## src/rtl/ge_fitness_driver.sv

```systemverilog
//==============================================================================
// Module : ge_fitness_driver
// Drives a 2x2-multiplier individual with bit-parallel truth-table stimulus,
// captures its outputs and scores bits-correct against the target words.
// Rev    : 1.0  initial release
//==============================================================================
`default_nettype none

module ge_fitness_driver #(
    parameter int unsigned SETTLE = 4,
    parameter logic [15:0] TGT_Y3 = 16'h8000,
    parameter logic [15:0] TGT_Y2 = 16'h4C00,
    parameter logic [15:0] TGT_Y1 = 16'h6AC0,
    parameter logic [15:0] TGT_Y0 = 16'hA0A0
) (
    input  logic        clk,
    input  logic        rst_n,
    input  logic        start,
    output logic [15:0] a1,
    output logic [15:0] a0,
    output logic [15:0] b1,
    output logic [15:0] b0,
    input  logic [15:0] y3,
    input  logic [15:0] y2,
    input  logic [15:0] y1,
    input  logic [15:0] y0,
    output logic        busy,
    output logic        done,
    output logic [6:0]  score,
    output logic [3:0]  err_mask,
    output logic        perfect,
    output logic [15:0] eval_count
);

    typedef enum logic [2:0] {
        S_IDLE    = 3'd0,
        S_DRIVE   = 3'd1,
        S_CAPTURE = 3'd2,
        S_SCORE   = 3'd3,
        S_DONE    = 3'd4
    } state_t;

    localparam logic [7:0]       c_SETTLE_LOAD = 8'(SETTLE - 1);
    localparam logic [3:0][15:0] c_TGT         = {TGT_Y3, TGT_Y2, TGT_Y1, TGT_Y0};

    state_t           r_state;
    state_t           w_next;
    logic [7:0]       r_settle;
    logic [1:0]       r_word;
    logic [6:0]       r_acc;
    logic [3:0][15:0] r_cap;
    logic [15:0]      w_diff;
    logic [4:0]       w_hits;
    logic [6:0]       w_acc_next;
    logic             w_drive;

    always_comb begin
        w_next = r_state;
        case (r_state)
            S_IDLE:    if (start) w_next = S_DRIVE;
            S_DRIVE:   if (r_settle == 8'd0) w_next = S_CAPTURE;
            S_CAPTURE: w_next = S_SCORE;
            S_SCORE:   if (r_word == 2'd3) w_next = S_DONE;
            S_DONE:    w_next = S_IDLE;
            default:   w_next = S_IDLE;
        endcase
    end

    // One captured word is scored per cycle, selected by r_word.
    always_comb begin
        w_diff     = r_cap[r_word] ^ c_TGT[r_word];
        w_hits     = 5'd16 - 5'($countones(w_diff));
        w_acc_next = r_acc + {2'b00, w_hits};
        w_drive    = (w_next == S_DRIVE) || (w_next == S_CAPTURE) || (w_next == S_SCORE);
    end

    always_ff @(posedge clk or negedge rst_n) begin
        if (!rst_n) begin
            r_state    <= S_IDLE;
            r_settle   <= 8'd0;
            r_word     <= 2'd0;
            r_acc      <= 7'd0;
            r_cap      <= '0;
            a1         <= 16'h0000;
            a0         <= 16'h0000;
            b1         <= 16'h0000;
            b0         <= 16'h0000;
            busy       <= 1'b0;
            done       <= 1'b0;
            score      <= 7'd0;
            err_mask   <= 4'd0;
            perfect    <= 1'b0;
            eval_count <= 16'h0000;
        end else begin
            r_state <= w_next;
            busy    <= (w_next != S_IDLE);
            done    <= (w_next == S_DONE);
            a1      <= w_drive ? 16'hFF00 : 16'h0000;
            a0      <= w_drive ? 16'hF0F0 : 16'h0000;
            b1      <= w_drive ? 16'hCCCC : 16'h0000;
            b0      <= w_drive ? 16'hAAAA : 16'h0000;
            case (r_state)
                S_IDLE: begin
                    if (start) begin
                        score    <= 7'd0;
                        err_mask <= 4'd0;
                        perfect  <= 1'b0;
                        r_acc    <= 7'd0;
                        r_word   <= 2'd0;
                        r_settle <= c_SETTLE_LOAD;
                    end
                end
                S_DRIVE: begin
                    if (r_settle != 8'd0) r_settle <= r_settle - 8'd1;
                end
                S_CAPTURE: begin
                    r_cap <= {y3, y2, y1, y0};
                end
                S_SCORE: begin
                    r_acc            <= w_acc_next;
                    err_mask[r_word] <= err_mask[r_word] | (|w_diff);
                    r_word           <= r_word + 2'd1;
                    // Results land on the edge into DONE so they are valid with the pulse.
                    if (r_word == 2'd3) begin
                        score   <= w_acc_next;
                        perfect <= (w_acc_next == 7'd64);
                        if (eval_count != 16'hFFFF) eval_count <= eval_count + 16'd1;
                    end
                end
                default: ;
            endcase
        end
    end

endmodule

`default_nettype wire

```

## config.mk

```make
export PLATFORM = sky130hd
export DESIGN_NAME = ge_fitness_driver
export DESIGN_NICKNAME = d
export VERILOG_FILES = /design/src/rtl/ge_fitness_driver.sv
export SDC_FILE = /design/constraint.sdc
export NUM_CORES = 1
export LEC_CHECK = 0
export BUFFER_PORTS_ARGS = -buffer_cell sky130_fd_sc_hd__buf_2
export CAP_MARGIN = 20
export CORE_ASPECT_RATIO = 0.8
export CORE_MARGIN = 2
export CORE_UTILIZATION = 54
export CTS_BUF_LIST = sky130_fd_sc_hd__clkbuf_16
export DETAILED_ROUTE_END_ITERATION = 16
export GPL_TIMING_DRIVEN = 0
export PLACE_DENSITY = 0.77
export SETUP_SLACK_MARGIN = 0.1
export SLEW_MARGIN = 15
export SYNTH_ARGS = -nofsm -noshare
export SYNTH_HDL_FRONTEND = slang
export SYNTH_SLANG_ARGS = --single-unit
```

## constraint.sdc

```tcl
create_clock -name clk -period 8.3 [get_ports clk]
set_clock_uncertainty 0.15 [all_clocks]
set_input_delay 0.83 -clock clk [delete_from_list [all_inputs] [get_ports clk]]
set_output_delay 0.83 -clock clk [all_outputs]
set_load 0.05 [all_outputs]
```

==> metrics.md <==
| Metric | Value |
|---|---|
| Tcrit/Tclk final | 0.875 |
| R2R Setup Slk | 1.04 ns |
| Mean number of vias per cell | 5.20 |
| Gpl congestion | 0.840 |
| Die ar. | 0.0130 mm2 |
| Yosys cell types | 62 |
| Syn Inst Count | 543 |
| FF-to-FF End | perfect$_DFFE_PN0P_ |
| RSZ-0062 raised after global routing | false |
| Worst-skew pair later-pin latency | 0.41 ns |
| Top achievable clock speed | 138 MHz |
| Global-route wire length before repair | 22300 um |
| Avg Cell Area, Syn | 12.0 um2 |
| Total GRT Usage | 0.223 |
| Final Hold Viols | 0 |
| Commonest non-fill, non-tap cell in the layout | buf_2 |
| # hold bufs at CTS | 0 |
| Worst flop-to-flop path startpoint | r_word[1]$_DFFE_PN0P_ |
| WL final | 14000 um |
| Nets@finish | 827 |
| Wire per inst | 15.9 um |
| Total of max-cap violations | 0 |
| DRT antenna net count | 0 |
| Starting density of the core | 0.561 |
| Post-synth design cell area | 0.00654 mm2 |
| Startpoint Class | flip-flop |
| Critical path type | reg2reg |
| Post-CTS sizing | 0 |
| Setup violators final | 0 |
| H-Tree Depth | 4 |
| Tmin final | 7.26 ns |
| Sink Count | 115 |
| Core ar. | 0.0116 mm2 |
| # IOs | 161 |
| GRT overflow | 0 |
| Status | finished clean |
| CTS Buf Count | 17 |
| Most frequent cells in the layout | 137 x buf_2, 115 x dfrtp_1, 65 x buf_4 |
| Post-CTS Setup Inserts | 0 |
| Core Util, Final | 0.694 |
| Ys flop type | dfrtp_1 |
| Crit path DAT | 7.43 ns |
| Seq cells post-synth | 115 |
| Die H | 102 um |
| Vias in the first global route | 4400 |
| Hold Crit Class | in2async |
| Longest Clk Path Bufs | 2 |
| Slew margin rel. | 0.448 |
| CTS clk-pin slew, worst paths | 0.05 ns |
| Highest Signal Layer | met4 |
| Multi-input logic area | 0.00305 mm2 |
| Final TNS setup | 0 ns |
| Crit path max fanout | 10 |
| Met2 wire length | 6770 um |
| PortBufs | 128 |
| Final Slew Violations | 0 |
| Routed vias | 4595 |
| Ys async rst share | 1.00 |
| FILL cells | 849 |
| Routed met3 length | 976 um |
| Worst slew pin tran | 0.828 ns |
| Drt initial violations | 235 |
| Initial antenna violation count | 0 |
| Die width | 127 um |
| DR pass1 iterations | 5 |
| Worst r2r path cells | 25 |
| CTS tree | done |
| Layout cells sized above 1 | 0.356 |
| YS warnings | 0 |
| EDFF count, synth | 0 |
| Part of the Yosys area used for sequential elements | 0.440 |
| Ant diodes | 0 |
| Post-DP HPWL | 10400 um |
| Core Rows | 35 |
| M1 wire length | 6120 um |
| Storage element area | 0.00288 mm2 |
| WP data required | 8.47 ns |
| Area delta synth->final | 23.7% |
| Kind of end point of the critical path | flip-flop |
| Pin count of the biggest net entering global routing | 76 |
| Root buffer cell | clkbuf_16 |
| # DRC | 0 |
state kept, by name, summed over array words and instances (netlist names), 2 cells and up:
register    count
r_cap          64
eval_count     16
r_settle        8
r_acc           7
score           7
err_mask        4
r_state         3
r_word          2
layer usage:
layer / up-vias / global-route usage
met5: - / 0
met4: 0 / 0.0727
met3: 15 / 0.0513
met2: 185 / 0.368
met1: 2237 / 0.297
li1: 2158 / -
how the worst max path moves through the flow:
stage	startpoint	to	slack (ns)	depth (start not counted)
after detailed placement	r_word[1]$_DFFE_PN0P_	perfect$_DFFE_PN0P_	1.03	25
after floorplan	r_word[1]$_DFFE_PN0P_	perfect$_DFFE_PN0P_	1.84	25
after CTS	r_word[1]$_DFFE_PN0P_	perfect$_DFFE_PN0P_	0.98	25
after global placement	r_word[1]$_DFFE_PN0P_	perfect$_DFFE_PN0P_	1.22	25
after global routing	r_word[1]$_DFFE_PN0P_	perfect$_DFFE_PN0P_	0.66	27
final	r_word[1]$_DFFE_PN0P_	perfect$_DFFE_PN0P_	1.04	25
critical path, stage by stage (launching register included):
cell and delay, ns:
dfrtp_1 0.41, buf_2 0.22, clkbuf_1 0.48, inv_1 0.18, ha_1 0.31, buf_1 0.32, xor2_1 0.23, fa_1 0.44
inv_1 0.07, ha_1 0.14, inv_1 0.06, fa_1 0.50, fa_1 0.52, fa_1 0.45, fa_1 0.45, inv_1 0.06
ha_1 0.14, inv_1 0.05, fa_1 0.48, inv_1 0.05, ha_1 0.34, and2_1 0.17, a311o_1 0.34, a21oi_1 0.22
xnor2_1 0.14, o31ai_1 0.24
cells in the mapped netlist (all sizes together), types with 11 or more instances:
cell type / instances / area (um2)
buf: 78 / 573
mux4: 15 / 345
mux2: 66 / 743
inv: 35 / 131
nor3: 11 / 55.1
dfrtp: 115 / 2880
fa: 12 / 240
nand2: 35 / 131
xnor2: 19 / 196
o21ai: 18 / 97.6
a21oi: 11 / 58.8
ha: 26 / 325
per-stage QoR:
| stage | instances | setup slack (ns) | area [um2] | hold slack, ns |
|---|---|---|---|---|
| 2_1_floorplan | 574 | 1.84 | 6660 | 0.299 |
| 3_3_place_gp | 850 | 1.22 | 7480 | 0.310 |
| 3_5_place_dp | 851 | 1.03 | 7510 | 0.316 |
| 4_1_cts | 883 | 0.978 | 8090 | 0.187 |
| 5_1_grt | 883 | 0.655 | 8090 | 0.216 |
| 6_report | 883 | 1.04 | 8090 | 0.182 |
layout make-up:
class,instances,area share
buffer,83,0.0732
clock buffer,17,0.0526
clock inverter,15,0.0184
inverter,35,0.0162
multi-input combinational,341,0.378
sequential,115,0.356
tap,148,0.0229
timing repair buffer,129,0.0834
cells by family (layout without fill, tap and decap cells):
| family | count (synthesis) | count (layout) | synth area share |
|---|---|---|---|
| compound gates | 58 | 58 | 0.0647 |
| xor+xnor | 29 | 29 | 0.0434 |
| fa+ha+maj | 38 | 38 | 0.0865 |
| buf+inv | 118 | 279 | 0.111 |
| flops | 115 | 115 | 0.440 |
| mux | 83 | 83 | 0.170 |
| other cells | 1 | 32 | 0.000574 |
| simple gates | 101 | 101 | 0.0846 |
Power is not shown: default switching activity piles up to over one toggle a cycle in this logic, so the estimate is an artifact.
